**src/rtl/fwd_scoreboard_if.sv**
```systemverilog
`default_nettype none
// ============================================================================
// Module   : fwd_scoreboard_if
// Purpose  : Operand-read, pipeline-bypass and issue bundle for fwd_scoreboard.
// Revision : 1.0  initial release
// ============================================================================
interface fwd_scoreboard_if #(
    parameter int DATA_W = 64,
    parameter int ADDR_W = 5,
    parameter int NUM_RD = 2,
    parameter int CNT_W  = 8
);
    logic [NUM_RD*ADDR_W-1:0] RsAddrIn;
    logic [NUM_RD-1:0]        RsUsedIn;
    logic [NUM_RD*DATA_W-1:0] RsRegFileDataIn;
    logic [NUM_RD*DATA_W-1:0] RsDataOut;
    logic                     IssueValidIn;
    logic [ADDR_W-1:0]        IssueRdIn;
    logic                     IssueRdWriteIn;
    logic                     IssueLongIn;
    logic [DATA_W-1:0]        RdWriteDataEx2MemIn;
    logic [ADDR_W-1:0]        RdAddrEx2MemIn;
    logic                     RdWriteEnableEx2MemIn;
    logic                     IsLoadEx2MemIn;
    logic [DATA_W-1:0]        RdWriteDataMem2WbIn;
    logic [ADDR_W-1:0]        RdAddrMem2WbIn;
    logic                     RdWriteEnableMem2WbIn;
    logic                     LongWbValidIn;
    logic [ADDR_W-1:0]        LongWbRdIn;
    logic [DATA_W-1:0]        LongWbDataIn;
    logic                     TimeoutClrIn;
    logic                     StallOut;
    logic [(2**ADDR_W)-1:0]   BusyVecOut;
    logic [CNT_W-1:0]         StallCntOut;
    logic                     HazardTimeoutOut;

    modport slave (
        input  RsAddrIn, RsUsedIn, RsRegFileDataIn,
        input  IssueValidIn, IssueRdIn, IssueRdWriteIn, IssueLongIn,
        input  RdWriteDataEx2MemIn, RdAddrEx2MemIn, RdWriteEnableEx2MemIn, IsLoadEx2MemIn,
        input  RdWriteDataMem2WbIn, RdAddrMem2WbIn, RdWriteEnableMem2WbIn,
        input  LongWbValidIn, LongWbRdIn, LongWbDataIn, TimeoutClrIn,
        output RsDataOut, StallOut, BusyVecOut, StallCntOut, HazardTimeoutOut
    );

    modport master (
        output RsAddrIn, RsUsedIn, RsRegFileDataIn,
        output IssueValidIn, IssueRdIn, IssueRdWriteIn, IssueLongIn,
        output RdWriteDataEx2MemIn, RdAddrEx2MemIn, RdWriteEnableEx2MemIn, IsLoadEx2MemIn,
        output RdWriteDataMem2WbIn, RdAddrMem2WbIn, RdWriteEnableMem2WbIn,
        output LongWbValidIn, LongWbRdIn, LongWbDataIn, TimeoutClrIn,
        input  RsDataOut, StallOut, BusyVecOut, StallCntOut, HazardTimeoutOut
    );
endinterface
`default_nettype wire

```
**src/rtl/fwd_scoreboard.sv**
```systemverilog
`default_nettype none
// ============================================================================
// Module   : fwd_scoreboard
// Purpose  : Decode-stage operand forwarding, hazard detection and busy
//            scoreboard for long-latency ops, with stall timeout monitor.
// Revision : 1.0  initial release
// ============================================================================
module fwd_scoreboard #(
    parameter int DATA_W  = 64,
    parameter int ADDR_W  = 5,
    parameter int NUM_RD  = 2,
    parameter int CNT_W   = 8,
    parameter int TIMEOUT = 200
) (
    input  wire logic       clk,
    input  wire logic       rst_n,
    fwd_scoreboard_if.slave bus
);
    localparam int               NUM_REGS       = 2**ADDR_W;
    localparam logic [CNT_W-1:0] C_CNT_MAX      = {CNT_W{1'b1}};
    localparam logic [CNT_W-1:0] C_TIMEOUT_LAST = CNT_W'(TIMEOUT - 1);

    logic [NUM_REGS-1:0]      busy_q, busy_d;
    logic [CNT_W-1:0]         stall_cnt_q, stall_cnt_d;
    logic                     timeout_q, timeout_d;

    logic [NUM_REGS-1:0]      long_clr;
    logic [NUM_REGS-1:0]      eff_busy;
    logic [ADDR_W-1:0]        rs_addr [NUM_RD];
    logic [NUM_RD*DATA_W-1:0] rs_data;
    logic [NUM_RD-1:0]        load_use;
    logic [NUM_RD-1:0]        raw_busy;
    logic                     waw;
    logic                     stall;
    logic                     accept;

    // A same-cycle long writeback already satisfies a reader of that register.
    always_comb begin
        long_clr = '0;
        if (bus.LongWbValidIn) begin
            long_clr[bus.LongWbRdIn] = 1'b1;
        end
        eff_busy = busy_q & ~long_clr;
    end

    always_comb begin
        rs_data  = '0;
        load_use = '0;
        raw_busy = '0;
        for (int i = 0; i < NUM_RD; i++) begin
            rs_addr[i] = bus.RsAddrIn[i*ADDR_W +: ADDR_W];
            if (rs_addr[i] == '0) begin
                rs_data[i*DATA_W +: DATA_W] = '0;
            end else if (bus.RdWriteEnableEx2MemIn && !bus.IsLoadEx2MemIn &&
                         bus.RdAddrEx2MemIn == rs_addr[i]) begin
                rs_data[i*DATA_W +: DATA_W] = bus.RdWriteDataEx2MemIn;
            end else if (bus.RdWriteEnableMem2WbIn && bus.RdAddrMem2WbIn == rs_addr[i]) begin
                rs_data[i*DATA_W +: DATA_W] = bus.RdWriteDataMem2WbIn;
            end else if (bus.LongWbValidIn && bus.LongWbRdIn == rs_addr[i]) begin
                rs_data[i*DATA_W +: DATA_W] = bus.LongWbDataIn;
            end else begin
                rs_data[i*DATA_W +: DATA_W] = bus.RsRegFileDataIn[i*DATA_W +: DATA_W];
            end

            if (bus.IssueValidIn && bus.RsUsedIn[i] && rs_addr[i] != '0) begin
                load_use[i] = bus.IsLoadEx2MemIn && bus.RdWriteEnableEx2MemIn &&
                              (bus.RdAddrEx2MemIn == rs_addr[i]);
                raw_busy[i] = eff_busy[rs_addr[i]];
            end
        end
    end

    assign waw    = bus.IssueValidIn && bus.IssueRdWriteIn && (bus.IssueRdIn != '0) &&
                    eff_busy[bus.IssueRdIn];
    assign stall  = (|load_use) || (|raw_busy) || waw;
    assign accept = bus.IssueValidIn && !stall;

    // Set is applied after clear so a same-register set/clear pair leaves it busy.
    always_comb begin
        busy_d = busy_q & ~long_clr;
        if (accept && bus.IssueLongIn && bus.IssueRdWriteIn && bus.IssueRdIn != '0) begin
            busy_d[bus.IssueRdIn] = 1'b1;
        end

        if (!stall) begin
            stall_cnt_d = '0;
        end else if (stall_cnt_q == C_CNT_MAX) begin
            stall_cnt_d = stall_cnt_q;
        end else begin
            stall_cnt_d = stall_cnt_q + CNT_W'(1);
        end

        timeout_d = timeout_q;
        if (bus.TimeoutClrIn) begin
            timeout_d = 1'b0;
        end
        if (stall && stall_cnt_q == C_TIMEOUT_LAST) begin
            timeout_d = 1'b1;
        end
    end

    always_ff @(posedge clk or negedge rst_n) begin
        if (!rst_n) begin
            busy_q      <= '0;
            stall_cnt_q <= '0;
            timeout_q   <= 1'b0;
        end else begin
            busy_q      <= busy_d;
            stall_cnt_q <= stall_cnt_d;
            timeout_q   <= timeout_d;
        end
    end

    assign bus.RsDataOut        = rs_data;
    assign bus.StallOut         = stall;
    assign bus.BusyVecOut       = busy_q;
    assign bus.StallCntOut      = stall_cnt_q;
    assign bus.HazardTimeoutOut = timeout_q;
endmodule
`default_nettype wire

```
**src/flat_wrapper.sv**
```systemverilog
// flat-port wrapper written by rule: the top's interface ports become plain ports
module fwd_scoreboard_flat 
#(
    parameter int DATA_W  = 64,
    parameter int ADDR_W  = 5,
    parameter int NUM_RD  = 2,
    parameter int CNT_W   = 8,
    parameter int TIMEOUT = 200
)
  (clk, rst_n, bus_RsAddrIn, bus_RsUsedIn, bus_RsRegFileDataIn, bus_IssueValidIn, bus_IssueRdIn, bus_IssueRdWriteIn, bus_IssueLongIn, bus_RdWriteDataEx2MemIn, bus_RdAddrEx2MemIn, bus_RdWriteEnableEx2MemIn, bus_IsLoadEx2MemIn, bus_RdWriteDataMem2WbIn, bus_RdAddrMem2WbIn, bus_RdWriteEnableMem2WbIn, bus_LongWbValidIn, bus_LongWbRdIn, bus_LongWbDataIn, bus_TimeoutClrIn, bus_RsDataOut, bus_StallOut, bus_BusyVecOut, bus_StallCntOut, bus_HazardTimeoutOut);
  fwd_scoreboard_if #(.DATA_W(DATA_W), .ADDR_W(ADDR_W), .NUM_RD(NUM_RD), .CNT_W(CNT_W)) bus_i ();
  input  wire logic clk;
  input  wire logic rst_n;
  input wire logic [$bits(bus_i.RsAddrIn)-1:0] bus_RsAddrIn;
  input wire logic [$bits(bus_i.RsUsedIn)-1:0] bus_RsUsedIn;
  input wire logic [$bits(bus_i.RsRegFileDataIn)-1:0] bus_RsRegFileDataIn;
  input wire logic [$bits(bus_i.IssueValidIn)-1:0] bus_IssueValidIn;
  input wire logic [$bits(bus_i.IssueRdIn)-1:0] bus_IssueRdIn;
  input wire logic [$bits(bus_i.IssueRdWriteIn)-1:0] bus_IssueRdWriteIn;
  input wire logic [$bits(bus_i.IssueLongIn)-1:0] bus_IssueLongIn;
  input wire logic [$bits(bus_i.RdWriteDataEx2MemIn)-1:0] bus_RdWriteDataEx2MemIn;
  input wire logic [$bits(bus_i.RdAddrEx2MemIn)-1:0] bus_RdAddrEx2MemIn;
  input wire logic [$bits(bus_i.RdWriteEnableEx2MemIn)-1:0] bus_RdWriteEnableEx2MemIn;
  input wire logic [$bits(bus_i.IsLoadEx2MemIn)-1:0] bus_IsLoadEx2MemIn;
  input wire logic [$bits(bus_i.RdWriteDataMem2WbIn)-1:0] bus_RdWriteDataMem2WbIn;
  input wire logic [$bits(bus_i.RdAddrMem2WbIn)-1:0] bus_RdAddrMem2WbIn;
  input wire logic [$bits(bus_i.RdWriteEnableMem2WbIn)-1:0] bus_RdWriteEnableMem2WbIn;
  input wire logic [$bits(bus_i.LongWbValidIn)-1:0] bus_LongWbValidIn;
  input wire logic [$bits(bus_i.LongWbRdIn)-1:0] bus_LongWbRdIn;
  input wire logic [$bits(bus_i.LongWbDataIn)-1:0] bus_LongWbDataIn;
  input wire logic [$bits(bus_i.TimeoutClrIn)-1:0] bus_TimeoutClrIn;
  output wire logic [$bits(bus_i.RsDataOut)-1:0] bus_RsDataOut;
  output wire logic [$bits(bus_i.StallOut)-1:0] bus_StallOut;
  output wire logic [$bits(bus_i.BusyVecOut)-1:0] bus_BusyVecOut;
  output wire logic [$bits(bus_i.StallCntOut)-1:0] bus_StallCntOut;
  output wire logic [$bits(bus_i.HazardTimeoutOut)-1:0] bus_HazardTimeoutOut;
  assign bus_i.RsAddrIn = bus_RsAddrIn;
  assign bus_i.RsUsedIn = bus_RsUsedIn;
  assign bus_i.RsRegFileDataIn = bus_RsRegFileDataIn;
  assign bus_i.IssueValidIn = bus_IssueValidIn;
  assign bus_i.IssueRdIn = bus_IssueRdIn;
  assign bus_i.IssueRdWriteIn = bus_IssueRdWriteIn;
  assign bus_i.IssueLongIn = bus_IssueLongIn;
  assign bus_i.RdWriteDataEx2MemIn = bus_RdWriteDataEx2MemIn;
  assign bus_i.RdAddrEx2MemIn = bus_RdAddrEx2MemIn;
  assign bus_i.RdWriteEnableEx2MemIn = bus_RdWriteEnableEx2MemIn;
  assign bus_i.IsLoadEx2MemIn = bus_IsLoadEx2MemIn;
  assign bus_i.RdWriteDataMem2WbIn = bus_RdWriteDataMem2WbIn;
  assign bus_i.RdAddrMem2WbIn = bus_RdAddrMem2WbIn;
  assign bus_i.RdWriteEnableMem2WbIn = bus_RdWriteEnableMem2WbIn;
  assign bus_i.LongWbValidIn = bus_LongWbValidIn;
  assign bus_i.LongWbRdIn = bus_LongWbRdIn;
  assign bus_i.LongWbDataIn = bus_LongWbDataIn;
  assign bus_i.TimeoutClrIn = bus_TimeoutClrIn;
  assign bus_RsDataOut = bus_i.RsDataOut;
  assign bus_StallOut = bus_i.StallOut;
  assign bus_BusyVecOut = bus_i.BusyVecOut;
  assign bus_StallCntOut = bus_i.StallCntOut;
  assign bus_HazardTimeoutOut = bus_i.HazardTimeoutOut;
  fwd_scoreboard #(.DATA_W(DATA_W), .ADDR_W(ADDR_W), .NUM_RD(NUM_RD), .CNT_W(CNT_W), .TIMEOUT(TIMEOUT)) u_core (.clk(clk), .rst_n(rst_n), .bus(bus_i));
endmodule
```
**config.mk**
```make
export PLATFORM = sky130hd
export DESIGN_NAME = fwd_scoreboard_flat
export DESIGN_NICKNAME = d
export VERILOG_FILES = /design/src/rtl/fwd_scoreboard_if.sv /design/src/rtl/fwd_scoreboard.sv /design/src/flat_wrapper.sv
export SDC_FILE = /design/constraint.sdc
export NUM_CORES = 1
export LEC_CHECK = 0
export ABC_AREA = 1
export CAP_MARGIN = 15
export CORE_AREA = 2 2 206 208
export CTS_BUF_LIST = sky130_fd_sc_hd__clkbuf_16
export CTS_CLUSTER_SIZE = 10
export DETAILED_ROUTE_END_ITERATION = 16
export DIE_AREA = 0 0 208 210
export PLACE_DENSITY_LB_ADDON = 0.2
export SLEW_MARGIN = 10
export SYNTH_ARGS = -nofsm -noshare
export SYNTH_HDL_FRONTEND = slang
export SYNTH_SLANG_ARGS = --single-unit
export TNS_END_PERCENT = 30
```
**constraint.sdc**
```tcl
create_clock -name clk -period 6.25 [get_ports clk]
set_input_delay 0.9375 -clock clk [delete_from_list [all_inputs] [get_ports clk]]
set_output_delay 0.9375 -clock clk [all_outputs]
set_load 0.01 [all_outputs]
```
==> impl_results.md <==
- Post-DP HPWL: 47.5 mm
- Top cells by area, synth: nand2_1 17%, o21ai_0 13%, dfrtp_1 12%
- Avg Vias per Cell: 5.08
- Sw Pwr: 0.609 mW
- Crit Path Class: in2out
- Port buffer count: 531
- CP max stage delay: 0.62 ns
- Initial core utilization: 20.5%
- Drt initial violations: 1270
- DRT antenna net count: 0
- Hold crit path type: reg2reg
- Cell variety after synth: 36
- Clock slew at reported path FFs: 0.06 ns
- CTS tree: yes
- Reg2reg end: u_core.bus.BusyVecOut[5]
- H-tree depth: 2
- Post-Syn Area: 0.00849 sq mm
- Die area: 0.0437 sq mm
- Status: complete, no violations
- Skew final: 0.00625 ns
- # setup viols final: 0
- Cts repair resizes: 0
- Core ar.: 0.0415 sq mm
- Yosys Warn Count: 0
- IO Pins: 532
- # DRC: 0
- Max Buffers Root-to-Sink: 2
- Total number of vias: 12985
- Avg Cell Area, Syn: 5.47 sq um
- Worst-path cell chain: clkdlybuf4s50_1 > nand3_1 > o21ai_0 > inv_1 > nand2_1 > nand3_1 > nand2_1 > nand2_1 > nand2_1 > nand3_1 > nand2_1 > nor2_1 > nor2_4 > nand2_2 > clkdlybuf4s50_1
- Final Cycle Share: 88.6%
- Tightest Pin Transition: 0.995 ns
- Sw Share: 38.4%
- Register bit total from synthesis: 41
- Sequential area share after synthesis: 12.1%
- Die width: 208 microns
- Peak VDD IR: 0.000106 V
- Crit path from: bus_LongWbRdIn[0]
- Levels on crit path: 15
- Critical path buffers and inverters: 3
- Max Clk Rate: 181 MHz
- CP max-delay cell: o21ai_0
- CP required: 5.31 ns
- Final min period: 5.54 ns
- Drt pass-1 iters: 6
- Critical path fanouts, max: 32
- Height of the die: 210 microns
- Critical Path AT: 4.60 ns
- Most frequent cells in the layout: 530 x clkdlybuf4s50_1, 394 x nand2_1, 221 x o21ai_0
- Crit path top cell by count: nand2_1
- Seq pwr share: 20.0%
- Site Rows: 75
- Final core occ: 35.1%
- First-pass GRT wire length: 87.0 mm
- Reg2reg setup slack: 3.72 ns
- Final net count: 2377
- Placed cell count: 2546
- Pin count of the biggest net entering global routing: 81
- Synth area leader: nand2_1
- Clock Tree Root: clkbuf_16
- Total of max-cap violations: 0
- Setup TNS Final: 0 ns
- Max-slew violation count: 0
- Clock Latency Late Sink: 0.29 ns
- Total Power: 1.59 mW
- Clock power share: 18.9%
- Vias in the first global route: 12362
- Area share of the largest cell type after synthesis: 17.4%
- CTS buffer count: 5
- Crit start category: input pin
- R2R cell count: 13
- Final Wtd Congestion: 0.994
- Total gr overflow: 0
- Worst R2R Start: u_core.bus.BusyVecOut[23]
- Total GRT Usage: 26.4%
- Leak: 6.82 nW
- Hold-fix buffers at CTS: 0
- Commonest non-fill, non-tap cell in the layout: clkdlybuf4s50_1
- Gate count after technology mapping: 1551
- RSZ-0062 raised after global routing: false
- Setup bufs post-CTS: 0
- Worst setup EP type: output pin
- Pint: 0.977 mW
- Critical path's top delay family: simple AND/OR/NAND/NOR gates
- Endpoints failing hold: 0
- PD cells: 109 mW/mm^2
- Hold path depth: 2
- Clock Sinks: 41
- Wire per inst: 23.9 microns
- Initial antenna violation count: 12
- Combinational share of power: 61.1%
- Syn-to-layout area delta: 71.3%
- Minimum hold slack: 0.488 ns
- Share of post-route cells with drive strength above 1: 3.33%
- CP Capture Point: bus_StallOut
- Non-Filler Instances: 2556
- Synthesized Nets: 1914
- Final wirelength: 61.0 mm
- Max_slew headroom: 33.7%
## power by group through the flow
stage | combinational, mW | sequential, mW | clock (mW)
finish | 0.969 | 0.318 | 0.299
floorplan | 0.347 | 0.319 | 0
global placement | 0.962 | 0.322 | 0
detailed placement | 0.959 | 0.321 | 0
global route | 1.04 | 0.318 | 0.318
CTS | 0.965 | 0.316 | 0.309
## worst reg2reg max path, stage by stage (launching register included)
cell     delay, ns
dfrtp_1       0.43
o21ai_0       0.27
inv_1         0.13
nand2_1       0.09
nand3_1       0.07
nand2_1       0.07
nand2_1       0.05
nand2_1       0.05
nand3_1       0.08
nand2_1       0.09
nor2_1        0.07
nor2_4        0.52
nand4_1       0.35
nand2_1       0.20
## worst min path at each step
stage	end	from	slack, ns
2_1_floorplan	u_core.bus.HazardTimeoutOut	u_core.bus.HazardTimeoutOut	0.51
3_3_place_gp	u_core.bus.HazardTimeoutOut	u_core.bus.HazardTimeoutOut	0.47
3_5_place_dp	u_core.bus.HazardTimeoutOut	u_core.bus.HazardTimeoutOut	0.48
4_1_cts	u_core.bus.HazardTimeoutOut	u_core.bus.HazardTimeoutOut	0.50
5_1_grt	u_core.bus.HazardTimeoutOut	u_core.bus.HazardTimeoutOut	0.53
6_report	u_core.bus.HazardTimeoutOut	u_core.bus.HazardTimeoutOut	0.49
## flip-flops by register name, indices dropped and copies added, names as in the netlist
register,flops
u_core.bus.StallCntOut,8
u_core.bus.BusyVecOut,32
u_core.bus.HazardTimeoutOut,1
## routing by layer
layer	up-vias	routed length [microns]	GRT usage, %
met4	20	1680	6.58
met2	773	27100	42.2
met3	89	6000	6.93
met1	6046	26100	35.4
li1	6057	-	-
met5	-	149	0
## cell type report
class	instances	area [sq um]
multi-input cells	1188	6250
clock buffers	5	125
diodes	2	5.00
fillers	4603	26900
inverters	210	788
repair buffers	568	5640
well taps	539	674
flip-flops and latches	41	1030
clock inverters	3	42.5
## Yosys cell counts
| cell type | count |
|---|---|
| nand3_1 | 70 |
| nor2_1 | 137 |
| nand2_2 | 1 |
| a31oi_1 | 65 |
| o21ai_1 | 5 |
| o21ai_0 | 221 |
| o21a_1 | 1 |
| o21ai_2 | 1 |
| o2111ai_1 | 1 |
| nand4_1 | 39 |
| inv_1 | 203 |
| a21boi_0 | 3 |
| inv_2 | 6 |
| buf_1 | 6 |
| xnor2_1 | 2 |
| buf_6 | 4 |
| o21bai_1 | 130 |
| o211ai_1 | 7 |
| nor3b_1 | 1 |
| xor2_1 | 9 |
| clkbuf_1 | 72 |
| mux2i_1 | 64 |
| nand2_1 | 394 |
| nor2_2 | 1 |
| a221oi_1 | 3 |
| nor3_1 | 5 |
| a21oi_1 | 13 |
| clkinv_1 | 1 |
| nor2_4 | 1 |
| nand3_2 | 2 |
| ha_1 | 1 |
| or2_2 | 3 |
| o22ai_1 | 6 |
| dfrtp_1 | 41 |
| nor4_1 | 2 |
| buf_2 | 30 |
## logic make-up (layout without fill, tap and decap cells)
logic type | count (synthesis) | count (layout) | share of synthesized area, %
AND/OR/NAND/NOR | 656 | 656 | 31.7
AO/OA/AOI/OAI | 456 | 456 | 32.3
buffers and inverters | 322 | 786 | 15.0
multiplexers | 64 | 64 | 7.55
flip-flops | 41 | 41 | 12.1
XOR/XNOR | 11 | 11 | 1.13
adder cells (fa/ha/maj) | 1 | 1 | 0.147
other | 0 | 2 | 0
## stage by stage
| stage | area (sq um) | setup slack (ns) |
|---|---|---|
| 2_1_floorplan | 8490 | 2.77 |
| 3_3_place_gp | 14400 | 0.836 |
| 3_5_place_dp | 14400 | 0.825 |
| 4_1_cts | 14500 | 0.835 |
| 5_1_grt | 14500 | 0.434 |
| 6_report | 14500 | 0.712 |
(Power assumes the default switching activity.)
